===== config.mk =====
export PLATFORM = sky130hd
export DESIGN_NAME = freq_lock_sequencer
export DESIGN_NICKNAME = d
export VERILOG_FILES = /design/src/rtl/freq_lock_sequencer.sv
export SDC_FILE = /design/constraint.sdc
export NUM_CORES = 1
export LEC_CHECK = 0
export BUFFER_PORTS_ARGS = -buffer_cell sky130_fd_sc_hd__clkbuf_2
export CAP_MARGIN = 20
export CORE_MARGIN = 2
export CORE_UTILIZATION = 40
export CTS_BUF_LIST = sky130_fd_sc_hd__clkbuf_4 sky130_fd_sc_hd__clkbuf_8
export CTS_CLUSTER_DIAMETER = 200
export DETAILED_ROUTE_END_ITERATION = 10
export PLACE_DENSITY = 0.68
export REMOVE_ABC_BUFFERS = 1
export SKIP_CTS_REPAIR_TIMING = 1
export SLEW_MARGIN = 30
export SYNTH_ARGS = -nofsm -noshare
export SYNTH_HDL_FRONTEND = slang
export SYNTH_SLANG_ARGS = --single-unit

===== constraint.sdc =====
create_clock -name clk -period 4.3 [get_ports clk]
set_input_delay 0.215 -clock clk [delete_from_list [all_inputs] [get_ports clk]]
set_output_delay 0.215 -clock clk [all_outputs]
set_load 0.03 [all_outputs]

===== src/rtl/freq_lock_sequencer.sv =====
`default_nettype none
// ============================================================================
//  Module      : freq_lock_sequencer
//  Description : Supervisory lock sequencer for the PSI frequency regulator.
//                Latches a target period, holds the regulator in reset for a
//                short init phase, then grades each PSI window against the
//                target. Declares lock, reports loss of lock, and times out
//                into FAIL.
//  Revision    : 1.0 - initial release
// ============================================================================
module freq_lock_sequencer #(
  parameter int W           = 8,
  parameter int LOCK_COUNT  = 4,
  parameter int LOSS_COUNT  = 2,
  parameter int TIMEOUT_WIN = 64
) (
  input  logic         clk,
  input  logic         rst,
  input  logic         start,
  input  logic         abort,
  input  logic [W-1:0] targetPeriod,
  input  logic [3:0]   tolerance,
  input  logic         psi,
  input  logic [W-1:0] duration,
  output logic [W-1:0] setPeriod,
  output logic         regRst,
  output logic         locked,
  output logic         fail,
  output logic         lostLock,
  output logic [W-1:0] windowCount,
  output logic [2:0]   state
);

  typedef enum logic [2:0] {
    ST_IDLE   = 3'd0,
    ST_INIT   = 3'd1,
    ST_SEEK   = 3'd2,
    ST_LOCKED = 3'd3,
    ST_FAIL   = 3'd4
  } state_t;

  // Thresholds expressed as "count minus one" so they compare against the
  // pre-increment counter value seen on the qualifying event.
  localparam logic [W-1:0] LOCK_LAST    = W'(LOCK_COUNT - 1);
  localparam logic [W-1:0] LOSS_LAST    = W'(LOSS_COUNT - 1);
  localparam logic [W-1:0] TIMEOUT_LAST = W'(TIMEOUT_WIN - 1);
  localparam logic [W-1:0] WC_MAX       = {W{1'b1}};

  state_t         state_q, state_d;
  logic [W-1:0]   set_period_q, set_period_d;
  logic           reg_rst_q, reg_rst_d;
  logic           locked_q, locked_d;
  logic           fail_q, fail_d;
  logic           lost_lock_q, lost_lock_d;
  logic [W-1:0]   window_count_q, window_count_d;
  logic [W-1:0]   match_cnt_q, match_cnt_d;
  logic [W-1:0]   miss_cnt_q, miss_cnt_d;
  logic           init_cnt_q, init_cnt_d;
  logic           psi_d;

  logic           window_evt;
  logic [W:0]     err;
  logic           in_tol;
  logic [W-1:0]   wc_inc;

  // Falling PSI edge marks the end of a measurement window.
  assign window_evt = psi_d & ~psi;

  // Absolute error in W+1 bits so the subtraction never wraps.
  always_comb begin
    if (duration >= set_period_q) begin
      err = {1'b0, duration} - {1'b0, set_period_q};
    end else begin
      err = {1'b0, set_period_q} - {1'b0, duration};
    end
  end

  assign in_tol = (err <= {{(W-3){1'b0}}, tolerance});
  assign wc_inc = (window_count_q == WC_MAX) ? window_count_q : window_count_q + 1'b1;

  // State and output registers; everything the block drives comes from here.
  always_ff @(posedge clk) begin
    if (rst) begin
      state_q        <= ST_IDLE;
      set_period_q   <= '0;
      reg_rst_q      <= 1'b1;
      locked_q       <= 1'b0;
      fail_q         <= 1'b0;
      lost_lock_q    <= 1'b0;
      window_count_q <= '0;
      match_cnt_q    <= '0;
      miss_cnt_q     <= '0;
      init_cnt_q     <= 1'b0;
      psi_d          <= 1'b0;
    end else begin
      state_q        <= state_d;
      set_period_q   <= set_period_d;
      reg_rst_q      <= reg_rst_d;
      locked_q       <= locked_d;
      fail_q         <= fail_d;
      lost_lock_q    <= lost_lock_d;
      window_count_q <= window_count_d;
      match_cnt_q    <= match_cnt_d;
      miss_cnt_q     <= miss_cnt_d;
      init_cnt_q     <= init_cnt_d;
      psi_d          <= psi;
    end
  end

  // Next-state and next-output logic; abort overrides whatever the state chose.
  always_comb begin
    state_d        = state_q;
    set_period_d   = set_period_q;
    reg_rst_d      = reg_rst_q;
    locked_d       = locked_q;
    fail_d         = fail_q;
    lost_lock_d    = 1'b0;
    window_count_d = window_count_q;
    match_cnt_d    = match_cnt_q;
    miss_cnt_d     = miss_cnt_q;
    init_cnt_d     = init_cnt_q;

    case (state_q)
      ST_IDLE: begin
        reg_rst_d = 1'b1;
        if (start) begin
          state_d        = ST_INIT;
          set_period_d   = targetPeriod;
          init_cnt_d     = 1'b0;
          window_count_d = '0;
          match_cnt_d    = '0;
          miss_cnt_d     = '0;
        end
      end

      ST_INIT: begin
        // Two cycles of regulator reset; PSI edges are not graded here.
        reg_rst_d = 1'b1;
        if (init_cnt_q) begin
          state_d   = ST_SEEK;
          reg_rst_d = 1'b0;
        end else begin
          init_cnt_d = 1'b1;
        end
      end

      ST_SEEK: begin
        if (window_evt) begin
          window_count_d = wc_inc;
          if (in_tol && (match_cnt_q == LOCK_LAST)) begin
            // Lock takes precedence over a simultaneous timeout.
            state_d     = ST_LOCKED;
            locked_d    = 1'b1;
            match_cnt_d = '0;
            miss_cnt_d  = '0;
          end else begin
            match_cnt_d = in_tol ? match_cnt_q + 1'b1 : '0;
            if (window_count_q == TIMEOUT_LAST) begin
              state_d   = ST_FAIL;
              fail_d    = 1'b1;
              reg_rst_d = 1'b1;
            end
          end
        end
      end

      ST_LOCKED: begin
        if (window_evt) begin
          if (in_tol) begin
            miss_cnt_d = '0;
          end else if (miss_cnt_q == LOSS_LAST) begin
            // Fall back to SEEK without resetting the regulator.
            state_d        = ST_SEEK;
            locked_d       = 1'b0;
            lost_lock_d    = 1'b1;
            window_count_d = '0;
            match_cnt_d    = '0;
            miss_cnt_d     = '0;
          end else begin
            miss_cnt_d = miss_cnt_q + 1'b1;
          end
        end
      end

      ST_FAIL: begin
        fail_d    = 1'b1;
        reg_rst_d = 1'b1;
        if (start) begin
          state_d        = ST_INIT;
          set_period_d   = targetPeriod;
          fail_d         = 1'b0;
          init_cnt_d     = 1'b0;
          window_count_d = '0;
          match_cnt_d    = '0;
          miss_cnt_d     = '0;
        end
      end

      default: begin
        state_d   = ST_IDLE;
        reg_rst_d = 1'b1;
      end
    endcase

    if (abort) begin
      state_d        = ST_IDLE;
      set_period_d   = set_period_q;
      reg_rst_d      = 1'b1;
      locked_d       = 1'b0;
      fail_d         = 1'b0;
      lost_lock_d    = 1'b0;
      window_count_d = '0;
      match_cnt_d    = '0;
      miss_cnt_d     = '0;
      init_cnt_d     = 1'b0;
    end
  end

  assign setPeriod   = set_period_q;
  assign regRst      = reg_rst_q;
  assign locked      = locked_q;
  assign fail        = fail_q;
  assign lostLock    = lost_lock_q;
  assign windowCount = window_count_q;
  assign state       = state_q;

endmodule
`default_nettype wire


After elaboration in Yosys (flattened, before gate mapping):

Cells that the tools add are included.

* bits in registers: 41
* word-level logic and storage cells: 103
* input port bits: 25
* output and inout port bits: 23

* muxes and demuxes: 43
* reductions and logical operators: 18
* equality and inequality tests: 19
* magnitude comparators: 2
* $add $sub $neg: 5
* bitwise operators: 5

Operators by type and width (number)
* $mux W8: 14
* $pmux W8 S3: 3
* $add A8 B1 Y8 const B: 3
* $mux W3: 8
* $ne A2 B2 Y1 const B: 9
* $sub A8 B8 Y9: 2
* $reduce_and A7 Y1: 2
* $mux W1: 12
* $pmux W3 S4: 1
* $reduce_and A6 Y1: 2
* $le A9 B4 Y1: 1
* $mux W9: 1
* $eq A8 B1 Y1 const B: 1
* $eq A8 B2 Y1 const B: 1
* $eq A8 B6 Y1 const B: 1
* $eq A8 B8 Y1 const B: 1
* $ge A8 B8 Y1: 1
* $reduce_and A4 Y1: 2
* $eq A3 B2 Y1 const B: 2
* $pmux W1 S2: 3
* $reduce_bool A2 Y1: 3
* $reduce_and A5 Y1: 1
* $reduce_or A5 Y1: 1
* $not A1 Y1: 4
* 12 further kinds: 13

Longest topological paths before layout:

Gate-level depths: netlist of the first run.

* word-level depth: 7
* mapped depth: 21
* depth with buffers taken out: 18

Worst setup path after synthesis of the first run:

No wires, ideal clock.

* path type: reg2reg
* start: register set_period_q[3], in the netlist setPeriod[3]
* end: register miss_cnt_q[5]
* arrival: 3.906 ns
* library setup time: 0.122 ns
* buffers on the path: 2
* stages on the path, launching flop included: 18
* slack: 0.272 ns
* period minus slack after synthesis: 4.028 ns
* path through: dfxtp_1 ha_1 buf_6 a21o_1 a21oi_2 nand3b_1 o21ai_1 mux2_2 ha_1 nor2b_1 o21bai_1 o2bb2ai_1 nand2_1 nor4_1 a22o_4 buf_2 nor2_1 a221o_1

* word-level cells in the longest chain between the ends: 6
* elaborated cells between the ends (all ways): 11
* classes of those cells: add/sub (2); order compare (2); eq/ne (1); mux (4); reduce/logical (2)

RTL lines
* start, declared: line 50 `logic [W-1:0] set_period_q, set_period_d;`
* start signal, assigned: line 97 `set_period_q <= set_period_d;`
* $sub A8 B8 Y9 (tied with other cells): line 74 `err = {1'b0, set_period_q} - {1'b0, duration};`
* $mux W9 *: line 71 `if (duration >= set_period_q) begin`
* $le A9 B4 Y1 *: line 78 `assign in_tol = (err <= {{(W-3){1'b0}}, tolerance});`
* $mux W8 / $logic_and A1 B1 Y1 (equally long branches): line 169, 150
* $mux W8 / $ne A2 B2 Y1 (equally long branches)
* $pmux W8 S3 / $reduce_and A5 Y1 (equally long branches)
* end signal, assigned: line 104 `miss_cnt_q <= miss_cnt_d;`
* end, declared: line 57 `logic [W-1:0] miss_cnt_q, miss_cnt_d;`

Every way passes the cells marked *; elsewhere a longest branch is shown, timed or not. The select of a mux whose other input is x is not followed.
A chain may end at the register's enable or synchronous reset.

Worst setup path in the final report of the first run:

* start: register set_period_q[2], in the netlist setPeriod[2]
* end: register reg_rst_q, in the netlist regRst

* word-level cells in the longest chain between the ends: 6
* elaborated cells between the ends (all ways): 8
* classes of those cells: add/sub (2); order compare (2); eq/ne (1); mux (1); reduce/logical (2)

RTL lines
* $sub A8 B8 Y9 (tied with other cells): line 74
* $mux W9 *: line 71
* $le A9 B4 Y1 *: line 78
* $logic_and A1 B1 Y1 *: line 150 `if (in_tol && (match_cnt_q == LOCK_LAST)) begin`
* $ne A2 B2 Y1 (no source line) *
* $reduce_and A4 Y1 (no source line) *
* end signal, assigned: line 98 `reg_rst_q <= reg_rst_d;`
* end, declared: line 51 `logic reg_rst_q, reg_rst_d;`

Every way passes the cells marked *; elsewhere a longest branch is shown, timed or not.

==> results of run 1 <==
## worst max-delay path, stage by stage, from the launching register on
cell and delay, ns:
dfxtp_1 0.35, ha_1 0.43, and3_1 0.24, a21boi_0 0.27, o21ai_2 0.16, a211oi_1 0.26
a21oi_1 0.08, xor2_1 0.16, ha_1 0.30, nand2_1 0.07, o21bai_1 0.15, o2bb2ai_1 0.15
nand2_1 0.10, nor4_2 0.05, a22o_4 0.29, buf_4 0.16, a2111o_1 0.37, a211o_1 0.29
## cells by family (layout without fill, tap and decap cells)
logic type,after synthesis,in the layout,synth area share (%)
flip-flops,41,41,26.4
AND/OR/NAND/NOR,162,162,26.3
XOR/XNOR,5,5,1.41
multiplexers,7,7,2.29
adder cells (fa/ha/maj),26,26,10.9
AO/OA/AOI/OAI,116,116,25.7
buffers and inverters,53,103,7.04
## where the power goes
| part | internal [W] | total (W) | leakage [nW] | switching (W) |
|---|---|---|---|---|
| sequential | 0.000384 | 0.000391 | 0.332 | 0.00000694 |
| clock | 0.000196 | 0.000327 | 0.0619 | 0.000131 |
| combinational | 0.0000897 | 0.000216 | 1.09 | 0.000126 |
| total | 0.000670 | 0.000934 | 1.49 | 0.000265 |
## synthesized netlist by cell type, types with 3 or more instances
| master | count | area share, % |
|---|---|---|
| nand3_1 | 13 | 2.1 |
| or2_2 | 6 | 1.2 |
| a21o_1 | 3 | 0.72 |
| a21oi_1 | 29 | 4.7 |
| or3_1 | 5 | 1.0 |
| o21a_1 | 3 | 0.72 |
| nor2_1 | 20 | 2.4 |
| nor2b_1 | 9 | 1.8 |
| a31o_2 | 3 | 0.84 |
| buf_2 | 4 | 0.64 |
| nand2_1 | 56 | 6.8 |
| dfxtp_1 | 41 | 26 |
| nor3_1 | 15 | 2.4 |
| a211oi_1 | 4 | 0.97 |
| ha_1 | 24 | 9.7 |
| nor4_1 | 8 | 1.6 |
| nor4b_1 | 3 | 0.84 |
| mux2i_1 | 6 | 1.9 |
| inv_1 | 35 | 4.2 |
| clkbuf_1 | 12 | 1.4 |
| o211ai_1 | 8 | 1.9 |
| and2_1 | 11 | 2.2 |
| nand3b_1 | 3 | 0.72 |
| o21ai_0 | 22 | 3.5 |
| a221o_1 | 7 | 2.3 |
| a31oi_1 | 8 | 1.6 |
| nand2b_1 | 4 | 0.80 |
| xnor2_1 | 3 | 0.84 |
## flip-flops by register name, summed over array words and instances, names as in the netlist
signal / flops
lostLock: 1
locked: 1
windowCount: 8
match_cnt_q: 8
setPeriod: 8
psi_d: 1
fail: 1
state: 3
miss_cnt_q: 8
regRst: 1
init_cnt_q: 1
## layer usage
metal	GRT usage, %	routed length, µm	share of wire (%)	vias to the layer above
met5	0	0	0	-
met4	7.59	225	2.9	0
met3	2.96	395	5.1	19
met2	31.4	3580	46	86
met1	24.5	3570	46	1456
li1	-	-	-	1568
## layout make-up
type	count	area (µm²)
well taps	102	128
repair buffers	60	333
inverters	35	131
clock buffers	7	90.1
multi-input cells	316	2090
flip-flops and latches	41	821
fillers	789	4020
clock inverters	1	30.0
## through the flow
step / area [µm²] / total power (W) / utilization [%]
floorplan: 3020 / 0.000544 / -
global placement: 3450 / 0.000602 / 45.1
detailed placement: 3450 / 0.000609 / 45.1
CTS: 3570 / 0.000936 / 46.7
global route: 3620 / 0.000983 / 47.4
finish: 3620 / 0.000934 / 47.4
## final timing paths
kind | slack [ns] | start | cells after the start | endpoint
setup reg to reg | 0.28 | setPeriod[2]$_SDFFE_PP0P_ | 17 | regRst$_SDFFE_PP1P_
hold reg to reg | 0.49 | init_cnt_q$_SDFFE_PP0P_ | 2 | init_cnt_q$_SDFFE_PP0P_
setup / recovery | 0.28 | setPeriod[2]$_SDFFE_PP0P_ | 17 | regRst$_SDFFE_PP1P_
hold / removal | 0.13 | targetPeriod[1] | 3 | setPeriod[1]$_SDFFE_PP0P_
==> impl_metrics.csv, run 1 <==
group,metric,value,unit
sta,hold_viol_final,0,
yosys,synth_seq_cells,41,
yosys,ys_types,61,
die,initial_core_util,40.7,%
die,die-area,8500,µm²
final_layout,drive_above_1_share,19.3,%
cts,cts_root_buf,"clkbuf_8",
critical_path,critPathMaxFanout,9,
flow_run,cap_viol_max_count,0,
global_routing,grt_max_degree,19,
detailed_routing,first_pass_iters,5,
power,vdd_drop_max,137,µV
yosys,syn_area,3110,µm²
cts,cts.sinks,41,
cts,clk_pin_slew,0.08,ns
global_routing,grt_pass1_vias,2965,
sta,finalCritPeriodShare,93.4,%
sta,fin_crit,4.02,ns
sta,final-max-slew-violation-count,0,
detailed_routing,drt_iter0_drc,152,
detailed_routing,wire_per_inst,13.8,µm
final_layout,layout_commonest_cell,"nand2_1",
placed_design,placedCellCount,549,
sta,max_slew_margin,51.6,%
cts,insertion_delay,0.29,ns
sta,fin_skew,0.00823,ns
placed_design,place_hpwl,5940,µm
yosys,ys_warn_count,0,
final_layout,nNetsFinal,510,
global_routing,gr-total-overflow,0,
critical_path,required,4.48,ns
sta,tightestPinTransition,0.720,ns
global_routing,grtUsageTotal,18.9,%
detailed_routing,wl,7770,µm
critical_path,crit_type,"register to register",
critical_path,cp-end-kind,"register",
critical_path,worst_ep_arrival_time,4.20,ns
die,rows,32,
final_layout,layout.cells.non_filler,562,
yosys,yosysSeqAreaShare,26.4,%
die,io_pins,48,
die,die_w,92.2,µm
placed_design,pre_cts_ws,0.0399,ns
yosys,ys.flop_type,"dfxtp_1",
final_layout,antennaDiodeCount,0,
detailed_routing,vias_per_cell,5.57,
cts,tritoncts,"built",
yosys,avgSynthCellArea,7.59,µm²
detailed_routing,route.detailed.drc,0,
yosys,async_flop_share,0,%
die,die_y,92.2,µm
die,core_area,7650,µm²
global_routing,grt_pass1_wl,13400,µm
cts,cts_buffer_depth,2,
critical_path,cp-start-kind,"register",
sta,max_clock_freq,249,MHz
sta,setup_violations,0,
detailed_routing,vias,3129,
final_layout,layout_common_cells,"nand2_1 (56), clkbuf_2 (47), dfxtp_1 (41), inv_1 (35), a21oi_1 (29)",
min_path,hp-class,"primary input to register",
yosys,synth_edf_count,0,
sta,rsz0062_at_grt,"false",
run_status,status,"finished clean",
power,power_leakage,1.49,nW
sta,timing.setup.tns,0,ns
yosys,syn_inst,410,
detailed_routing,detail-route-antenna-nets,0,
sta,final.setup.worst_slack,0.283,ns
global_routing,antenna_found_initial,0,
cts,htreeDepth,2,
placed_design,placement.io_buffers,47,
cts,cts_buffers,5,
power,power.density,258,nW/µm²
sta,hold_ws,0.130,ns
placed_design,routabilityCongestion,0.890,
final_layout,area_growth,16.5,%
No activity file was read; power rests on OpenSTA's default activity.
==> inputs of run 2 (changes only) <==
Settings changed: CORE_ASPECT_RATIO from default to 1.4, MAX_ROUTING_LAYER from default to met4.
==> impl_metrics.csv, run 2 (same netlist as run 1, synthesis figures left out) <==
group,metric,value,unit
critical_path,crit_start,"setPeriod[3]$_SDFFE_PP0P_",
min_path,hp-class,"primary input to register",
power,power_leakage,1.46,nW
power,seqPwrFrac,42.5,%
die,die_w,78.5,µm
critical_path,worst_ep_arrival_time,4.20,ns
critical_path,endpoint,"miss_cnt_q[5]$_SDFFE_PP0P_",
placed_design,routabilityCongestion,0.948,
cts,cts_buffer_depth,2,
global_routing,grtUsageTotal,20.5,%
critical_path,rr_startpoint,"setPeriod[3]$_SDFFE_PP0P_",
sta,finalCritPeriodShare,93.8,%
final_layout,nNetsFinal,507,
sta,tightestPinTransition,0.683,ns
critical_path,critPathMaxFanout,11,
placed_design,place_hpwl,6160,µm
global_routing,grt_pass1_vias,3108,
sta,fin_crit,4.03,ns
cts,cts_buffers,5,
die,core_area,7650,µm²
global_routing,grt_pass1_wl,13900,µm
critical_path,rrSetupSlack,0.27,ns
sta,setup_violations,0,
cts,cts.sinks,41,
final_layout,layout.cells.non_filler,556,
detailed_routing,first_pass_iters,4,
critical_path,required,4.47,ns
final_layout,area_growth,15.5,%
global_routing,grt_max_degree,23,
power,vdd_drop_max,167,µV
power,power_switching,0.000280,W
cts,tritoncts,"built",
power,pwr-share-clk,33.6,%
power,internal_power,0.000641,W
final_layout,multi_input_area,2110,µm²
detailed_routing,vias_per_cell,5.64,
final_layout,layout_common_cells,"nand2_1 (56), clkbuf_2 (47), dfxtp_1 (41), inv_1 (35), a21oi_1 (29)",
global_routing,gr-total-overflow,0,
die,rows,38,
cts,cts_root_buf,"clkbuf_8",
final_layout,fillCellCount,776,
placed_design,placedCellCount,548,
final_layout,final_core_util,47.0,%
placed_design,placement.io_buffers,47,
power,switching_share,30.4,%
final_layout,drive_above_1_share,18.6,%
critical_path,reg2reg_depth,15,
power,combinationalPowerShare,23.9,%
cts,htreeDepth,2,
critical_path,r2r-end,"miss_cnt_q[5]$_SDFFE_PP0P_",
critical_path,cp-start-kind,"register",
final_layout,antennaDiodeCount,0,
die,die_y,108,µm
sta,max_clock_freq,248,MHz
sta,max_slew_margin,54.2,%
detailed_routing,wire_per_inst,14.8,µm
detailed_routing,wl,8210,µm
cts,clk_pin_slew,0.09,ns
detailed_routing,drt_iter0_drc,115,
global_routing,antenna_found_initial,0,
sta,fin_skew,0.0104,ns
detailed_routing,vias,3136,
detailed_routing,detail-route-antenna-nets,0,
flow_run,cap_viol_max_count,0,
sta,hold_viol_final,0,
final_layout,register_area,821,µm²
detailed_routing,route.detailed.drc,0,
final_layout,layout_commonest_cell,"nand2_1",
die,io_pins,48,
die,initial_core_util,40.7,%
critical_path,cp-end-kind,"register",
power,power.density,256,nW/µm²
critical_path,crit_type,"register to register",
die,die-area,8510,µm²
sta,final-max-slew-violation-count,0,
cts,insertion_delay,0.29,ns
run_status,status,"finished clean",
sta,timing.setup.tns,0,ns
-- run 2: changes by cell type in the layout (fill, tap and decap cells not counted) --
cell      change
buf_4         -4
a22o_2        +1
clkbuf_4      -1
clkbuf_8      -1
clkinv_2      +1
nor4_2        -1
nor4_4        +1
-- run 2: metal layers --
metal	up-vias	global-route usage [%]	routed length, µm
li1	1575	-	-
met1	1478	23.8	3600
met2	71	35.8	4200
met3	12	2.92	280
met4	0	7.89	134
met5	-	-	0
-- run 2: critical path, stage by stage (launching register included) --
cell,delay [ns]
dfxtp_1,0.34
ha_1,0.38
a21o_1,0.24
a21oi_2,0.18
nand3b_1,0.13
o21ai_2,0.28
mux2_2,0.38
ha_1,0.28
nor2b_1,0.13
o21bai_1,0.12
o2bb2ai_1,0.16
nand2_1,0.12
nor4_4,0.25
a22o_4,0.28
a31oi_1,0.21
a221o_1,0.42
-- run 2: worst min path at each step --
stage          depth (start not counted)                   endpoint  slack [ns]       startpoint
6_report                               3  setPeriod[0]$_SDFFE_PP0P_        0.13  targetPeriod[0]
5_1_grt                                3  setPeriod[5]$_SDFFE_PP0P_        0.15  targetPeriod[5]
4_1_cts                                3  setPeriod[1]$_SDFFE_PP0P_        0.13  targetPeriod[1]
3_5_place_dp                           3  setPeriod[1]$_SDFFE_PP0P_        0.45  targetPeriod[1]
3_3_place_gp                           3  setPeriod[0]$_SDFFE_PP0P_        0.44  targetPeriod[0]
2_1_floorplan                          1  setPeriod[0]$_SDFFE_PP0P_        0.28              rst
-- run 2: cell type report --
class | count | area share, %
Multi-Input combinational cell | 317 | 58.7
Tap cell | 100 | 3.48
Clock inverter | 2 | 0.975
Timing Repair Buffer | 56 | 8.42
Inverter | 35 | 3.65
Sequential cell | 41 | 22.8
Clock buffer | 5 | 1.91
-- run 2: power groups by stage --
stage               combinational, W  sequential, W  clock (W)
floorplan                   0.000137       0.000407          0
global placement            0.000205       0.000400          0
detailed placement          0.000209       0.000400          0
CTS                         0.000211       0.000391   0.000318
global route                0.000246       0.000392   0.000330
finish                      0.000220       0.000391   0.000310
-- run 2: through the flow --
step	hold slack, ns	total power [W]	area [µm²]	setup WS [ns]
after CTS	0.127	0.000920	3560	-0.0287
after floorplan	0.284	0.000544	3020	0.152
final	0.133	0.000921	3590	0.266
after global routing	0.148	0.000968	3590	-0.00964
after detailed placement	0.447	0.000610	3460	-0.0168
after global placement	0.436	0.000605	3450	0.206
